==> src/rtl/cu_pkg.sv <==
// Shared definitions for the multicycle control unit: state codes,
// control-word field positions, instruction-class codes and the fetch word.
package cu_pkg;

    localparam int CU_CUL = 36;

    typedef enum logic [3:0] {
        ST_IF   = 4'b0000,
        ST_EX0  = 4'b0001,
        ST_EX1  = 4'b0010,
        ST_EX2  = 4'b0011,
        ST_EX3  = 4'b0100,
        ST_HALT = 4'b1111
    } state_e;

    localparam int CW_PC_FS_LSB     = 0;
    localparam int CW_PC_SEL        = 2;
    localparam int CW_DATA_TRI_LSB  = 3;
    localparam int CW_ADD_TRI_SEL   = 5;
    localparam int CW_SIZE_LSB      = 6;
    localparam int CW_STATUS_LOAD   = 8;
    localparam int CW_IR_LOAD       = 9;
    localparam int CW_MEM_WRITE_EN  = 10;
    localparam int CW_B_SEL         = 11;
    localparam int CW_MEM_CS_LSB    = 12;
    localparam int CW_C0            = 14;
    localparam int CW_W_REG         = 15;
    localparam int CW_DA_LSB        = 16;
    localparam int CW_SB_LSB        = 21;
    localparam int CW_SA_LSB        = 26;
    localparam int CW_FS_LSB        = 31;

    // One-hot class select {br, di, dr, ls, illegal}
    localparam logic [4:0] CLS_BR  = 5'b10000;
    localparam logic [4:0] CLS_DI  = 5'b01000;
    localparam logic [4:0] CLS_DR  = 5'b00100;
    localparam logic [4:0] CLS_LS  = 5'b00010;
    localparam logic [4:0] CLS_ILL = 5'b00001;

    // mem_cs=01, IR_load=1, add_tri_sel=1, PC held; only the low 16 bits are ever set
    localparam logic [15:0] FETCH_WORD = (16'd1 << CW_MEM_CS_LSB)
                                       | (16'd1 << CW_IR_LOAD)
                                       | (16'd1 << CW_ADD_TRI_SEL);

    function automatic logic ns_legal(input logic [3:0] ns);
        return ns <= ST_EX3;
    endfunction

endpackage

==> src/rtl/cu_class_decode.sv <==
// Instruction-class decode from IR[28:25] to a one-hot class select.
module cu_class_decode
    import cu_pkg::*;
(
    input  logic [3:0] op,
    output logic [4:0] cls
);

    always_comb begin
        cls = CLS_ILL;
        if (op[3:1] == 3'b101) begin
            cls = CLS_BR;
        end else if (op[3:1] == 3'b100) begin
            cls = CLS_DI;
        end else if (op[2:0] == 3'b101) begin
            cls = CLS_DR;
        end else if (op[2] && !op[0]) begin
            cls = CLS_LS;
        end
    end

endmodule

==> src/rtl/cu_sequencer.sv <==
// Control-unit sequencer: state/IR/status registers, fetch handshake with
// memory, and selection of the active class decoder's next state and word.
//
// state | meaning
// IF    | fetch: request instruction, load IR on mem_ready
// EX0-3 | execute: next state and word come from the class decoder
// HALT  | illegal opcode/state or fetch timeout; left only by reset
module cu_sequencer
    import cu_pkg::*;
#(
    parameter int CUL           = CU_CUL,
    parameter int FETCH_TIMEOUT = 255
) (
    input  logic           clock,
    input  logic           reset,
    input  logic           run,
    input  logic           mem_ready,
    input  logic [31:0]    data_bus,
    input  logic [3:0]     alu_flags,
    input  logic [3:0]     ns_br,
    input  logic [3:0]     ns_di,
    input  logic [3:0]     ns_dr,
    input  logic [3:0]     ns_ls,
    input  logic [CUL:0]   cw_br,
    input  logic [CUL:0]   cw_di,
    input  logic [CUL:0]   cw_dr,
    input  logic [CUL:0]   cw_ls,
    output logic [3:0]     state,
    output logic [31:0]    IR,
    output logic [3:0]     status,
    output logic [CUL:0]   controlWord,
    output logic           illegal,
    output logic           bus_error,
    output logic [31:0]    retired
);

    localparam int WAIT_W = $clog2(FETCH_TIMEOUT + 1);

    state_e              state_q, state_d;
    logic [31:0]         ir_q, ir_d;
    logic [3:0]          status_q, status_d;
    logic [WAIT_W-1:0]   wait_q, wait_d;
    logic                illegal_q, illegal_d;
    logic                bus_error_q, bus_error_d;
    logic [31:0]         retired_q, retired_d;

    logic [4:0]          cls;
    logic [3:0]          sel_ns;
    logic [CUL:0]        sel_cw;
    logic                sel_ok;
    logic [CUL:0]        fetch_cw;
    logic [CUL:0]        cw;
    logic                fetch_req;

    cu_class_decode u_class_decode (
        .op  (ir_q[28:25]),
        .cls (cls)
    );

    always_comb begin
        sel_ns = ST_IF;
        sel_cw = '0;
        sel_ok = 1'b1;
        case (cls)
            CLS_BR:  begin sel_ns = ns_br; sel_cw = cw_br; end
            CLS_DI:  begin sel_ns = ns_di; sel_cw = cw_di; end
            CLS_DR:  begin sel_ns = ns_dr; sel_cw = cw_dr; end
            CLS_LS:  begin sel_ns = ns_ls; sel_cw = cw_ls; end
            default: sel_ok = 1'b0;
        endcase
    end

    // A fetch that has started keeps going even if run drops
    assign fetch_req = run || (wait_q != '0);

    always_comb begin
        fetch_cw       = '0;
        fetch_cw[15:0] = FETCH_WORD;
    end

    always_comb begin
        state_d     = state_q;
        ir_d        = ir_q;
        status_d    = status_q;
        wait_d      = wait_q;
        illegal_d   = illegal_q;
        bus_error_d = bus_error_q;
        retired_d   = retired_q;
        cw          = '0;

        case (state_q)
            ST_IF: begin
                if (fetch_req) begin
                    cw = fetch_cw;
                    if (mem_ready) begin
                        cw[CW_PC_FS_LSB] = 1'b1;
                        ir_d             = data_bus;
                        wait_d           = '0;
                        state_d          = ST_EX0;
                    end else if (wait_q == WAIT_W'(FETCH_TIMEOUT - 1)) begin
                        wait_d      = '0;
                        bus_error_d = 1'b1;
                        state_d     = ST_HALT;
                    end else begin
                        wait_d = wait_q + WAIT_W'(1);
                    end
                end
            end
            ST_EX0, ST_EX1, ST_EX2, ST_EX3: begin
                if (!sel_ok || !ns_legal(sel_ns)) begin
                    illegal_d = 1'b1;
                    state_d   = ST_HALT;
                end else begin
                    cw      = sel_cw;
                    cw[CUL] = 1'b0;
                    state_d = state_e'(sel_ns);
                    if (sel_ns == ST_IF) begin
                        retired_d = retired_q + 32'd1;
                    end
                end
            end
            ST_HALT: begin
            end
            default: state_d = ST_HALT;
        endcase

        if (cw[CW_STATUS_LOAD]) begin
            status_d = alu_flags;
        end
    end

    always_ff @(posedge clock or negedge reset) begin
        if (!reset) begin
            state_q     <= ST_IF;
            ir_q        <= '0;
            status_q    <= '0;
            wait_q      <= '0;
            illegal_q   <= 1'b0;
            bus_error_q <= 1'b0;
            retired_q   <= '0;
        end else begin
            state_q     <= state_d;
            ir_q        <= ir_d;
            status_q    <= status_d;
            wait_q      <= wait_d;
            illegal_q   <= illegal_d;
            bus_error_q <= bus_error_d;
            retired_q   <= retired_d;
        end
    end

    assign state       = state_q;
    assign IR          = ir_q;
    assign status      = status_q;
    assign controlWord = reset ? cw : '0;
    assign illegal     = illegal_q;
    assign bus_error   = bus_error_q;
    assign retired     = retired_q;

endmodule

==> config.mk <==
export PLATFORM = sky130hd
export DESIGN_NAME = cu_sequencer
export DESIGN_NICKNAME = d
export VERILOG_FILES = /design/src/rtl/cu_pkg.sv /design/src/rtl/cu_class_decode.sv /design/src/rtl/cu_sequencer.sv
export SDC_FILE = /design/constraint.sdc
export NUM_CORES = 1
export LEC_CHECK = 0
export ABC_AREA = 0
export CAP_MARGIN = 15
export CORE_AREA = 2 2 122 124
export CTS_CLUSTER_DIAMETER = 150
export CTS_CLUSTER_SIZE = 14
export DETAILED_ROUTE_END_ITERATION = 10
export DIE_AREA = 0 0 124 126
export GPL_TIMING_DRIVEN = 1
export PLACE_DENSITY = 0.88
export SLEW_MARGIN = 20
export SYNTH_ARGS = -nofsm -noshare
export SYNTH_HDL_FRONTEND = slang
export SYNTH_HIERARCHICAL = 1
export SYNTH_SLANG_ARGS = --single-unit
==> constraint.sdc <==
create_clock -name clock -period 7.8 [get_ports clock]
set_input_delay 1.56 -clock clock [delete_from_list [all_inputs] [get_ports clock]]
set_output_delay 1.56 -clock clock [all_outputs]
set_load 0.005 [all_outputs]
==> flow_summary_export.csv <==
group,metric,value,unit
outcome,status,"finished clean",
routing,drt-total-wl,18900,um
power,p_comb_share,18.1,%
synthesis,synthArstFlopShare,100,%
clock_network,worstSkewPairLatency,0.33,ns
synthesis,syn_area,4980,um^2
routing,first_iter_violations,348,
sta,maxSlewHeadroom,32.9,%
routing,vias,5280,
synthesis,ys.flop_type,"dfrtp_1",
synthesis,synth_area_per_cell,9.91,um^2
synthesis,synth-adder-area-share,1.01,%
power,switchingPower,0.237,mW
power,leakage,3.31,nW
synthesis,yosysTopAreaCell,"dfrtp_1",
sta,finClkSkew,0.00812,ns
sta,rsz0062_at_grt,"false",
synthesis,synth_xor_area_share,5.63,%
setup_path,critical_path.top_delay_family,"simple AND/OR/NAND/NOR gates",
layout,syn2layout_area_growth,71.5,%
setup_path,crit_buf_inv,2,
power,internal_power,0.826,mW
power,power.density,125,nW/um^2
synthesis,synth-edff-count,0,
global_routing,grt_overflow,0,
synthesis,yosys-top-cells-count,"82 x dfrtp_1, 72 x a22oi_1, 39 x a21oi_1",
synthesis,yosysMostFrequentCell,"dfrtp_1",
place,portBuffers,309,
place,place_congestion,0.906,
sta,tightest_slew,1.00,ns
clock_network,cts_max_level,3,
synthesis,synthTopCellsByArea,"dfrtp_1 41%, a22oi_1 11%, mux2_2 8.4%",
clock_network,clock-root-buffer,"clkbuf_16",
layout,nNetsFinal,1004,
setup_path,end_kind,"output port",
routing,wl_met1,7100,um
setup_path,ff2ff_setup_slack,4.10,ns
die,io_pins,315,
power,netSwitchingFraction,22.3,%
synthesis,synth_nets,710,
die,rows,44,
global_routing,first_global_vias,5128,
global_routing,track_usage,23.7,%
layout,layout-drive-gt1-share,10.8,%
power,vdd_drop_max,84.7,uV
die,die_area,15600,um^2
clock_network,clock-sinks,82,
routing,viasPerCell,5.35,
synthesis,yosysTopAreaCellShare,41.2,%
clock_network,hold_buffers,0,
clock_network,cts_tree,"done",
job,drv_cap,0,
routing,wl_met3,1380,um
setup_path,crit_slowest_cell,"nor2_4",
synthesis,synth_compound_area_share,20.0,%
sta,setup_tns,0,ns
routing,firstDrtPassIters,5,
clock_network,path_clk_slew,0.06,ns
sta,slew_viol_final,0,
die,die_h,126,um
clock_network,cts_resized,0,
routing,postRouteAntennaNets,0,
global_routing,grt_pass1_wl,28300,um
global_routing,grt_max_degree,69,
synthesis,synth_top_family_by_area,"compound AO/OA/AOI/OAI gates",
die,die_w,124,um
synthesis,synth-seq-cells,82,
clock_network,ctsLongestPathBuffers,2,
synthesis,ys_types,53,
clock_network,cts-buffers-inserted,9,
synthesis,synth_cells,502,
setup_path,crit_path_max_fanout,40,
setup_path,cp_cell_sequence,"nor2b_1, or4b_1, nor2_4, a221o_1, o21ai_1, nand3_1, buf_4, a21oi_1, clkdlybuf4s50_1",
die,core_area,14300,um^2
setup_path,critical_path_class,"register to output port",
global_routing,antenna_found_initial,4,
synthesis,synth.area.mux_share,8.37,%
sta,period_needed,5.95,ns
layout,fin_util,59.6,%
setup_path,max_stage_delay,0.79,ns
synthesis,synth_simple_gate_area_share,19.5,%
sta,fin_crit_sh,76.3,%
clock_network,post_cts_buffers,0,
min_path,hold_path_class,"register to register",
setup_path,cp-start-kind,"register",
place,dpl.hpwl,14600,um
sta,fmax,168,MHz
routing,met2_length,9750,um
setup_path,arrival,4.39,ns
die,start_util,34.8,%
power,power_frac_seq,42.1,%
synthesis,seq_area_frac_synth,41.2,%
synthesis,yosysWarnings,6,
routing,wl_per_cell,19.2,um
sta,setup_viol,0,
routing,top_layer,"met4",
setup_path,crit_required,6.24,ns
routing,drc,0,
sta,hold_violations,0,
power,clockPowerShare,39.9,%
through the flow:
| stage | instance area, um^2 | instances | total power, mW | hold WS, ns | worst slack [ns] |
|---|---|---|---|---|---|
| after global routing | 8530 | 987 | 1.11 | 0.480 | 1.58 |
| after floorplan | 4980 | 502 | 0.504 | 0.459 | 3.15 |
| after global placement | 8230 | 969 | 0.644 | 0.458 | 1.97 |
| after CTS | 8520 | 983 | 1.07 | 0.473 | 1.72 |
| after detailed placement | 8230 | 969 | 0.648 | 0.455 | 1.98 |
| final | 8530 | 987 | 1.06 | 0.467 | 1.85 |
kinds of logic (layout without fill, tap and decap cells):
| logic type | after synthesis | in the layout |
|---|---|---|
| muxes | 37 | 37 |
| and+or+nand+nor | 152 | 152 |
| xor gates and xnor gates | 32 | 32 |
| DFF | 82 | 82 |
| adders and majority gates | 4 | 4 |
| buffers and inverters | 47 | 344 |
| other | 1 | 5 |
| AOI/OAI and AO/OA | 147 | 147 |
power by group through the flow:
stage               Combinational, mW  Sequential [mW]  Clock, mW
CTS                             0.194            0.447      0.433
detailed placement              0.193            0.455          0
floorplan                      0.0507            0.454          0
finish                          0.192            0.447      0.424
global route                    0.207            0.449      0.453
global placement                0.191            0.453          0
state kept, by name, summed over array words and instances (netlist names):
| signal | cells |
|---|---|
| IR | 32 |
| bus_error | 1 |
| illegal | 1 |
| retired | 32 |
| state | 4 |
| status | 4 |
| wait_q | 8 |
final timing paths:
kind	from	end	depth (start not counted)
setup / recovery	IR[27]$_DFFE_PN0P_	controlWord[14]	9
hold / removal	illegal$_DFFE_PN0P_	illegal$_DFFE_PN0P_	1
setup reg to reg	IR[27]$_DFFE_PN0P_	retired[1]$_DFFE_PN0P_	8
hold reg to reg	illegal$_DFFE_PN0P_	illegal$_DFFE_PN0P_	1
max in group asynchronous	reset	status[1]$_DFFE_PN0P_	2
min in group asynchronous	reset	wait_q[6]$_DFFE_PN0P_	1
layout by cell type, fill, tap and decap left out, drive strengths merged, types with 5 or more instances in the layout:
master | Yosys | routed
clkdlybuf4s50 | 0 | 308
and4 | 5 | 5
nor3 | 19 | 19
a22oi | 72 | 72
nor2 | 12 | 12
nand3 | 25 | 25
xor2 | 29 | 29
a21oi | 39 | 39
and3 | 6 | 6
mux2 | 37 | 37
o21ai | 11 | 11
inv | 10 | 10
nand4 | 8 | 8
nor3b | 6 | 6
dfrtp | 82 | 82
or3 | 5 | 5
nand2 | 27 | 27
nor4 | 16 | 16
buf | 11 | 12
clkbuf | 26 | 12
area by class of cell:
cell class / instances / area (um^2)
fillers: 1210 / 5780
diodes: 4 / 10.0
clock buffers: 12 / 256
inverters: 10 / 37.5
flip-flops and latches: 82 / 2050
repair buffers: 320 / 3170
clock inverters: 2 / 37.5
well taps: 184 / 230
multi-input cells: 373 / 2740
per-layer routing:
layer | up-vias | global-route usage [%]
met3 | 41 | 6.43
met1 | 2520 | 27.7
met5 | - | 0
met2 | 223 | 40.6
met4 | 0 | 9.98
li1 | 2496 | -
(Power assumes the default switching activity.)
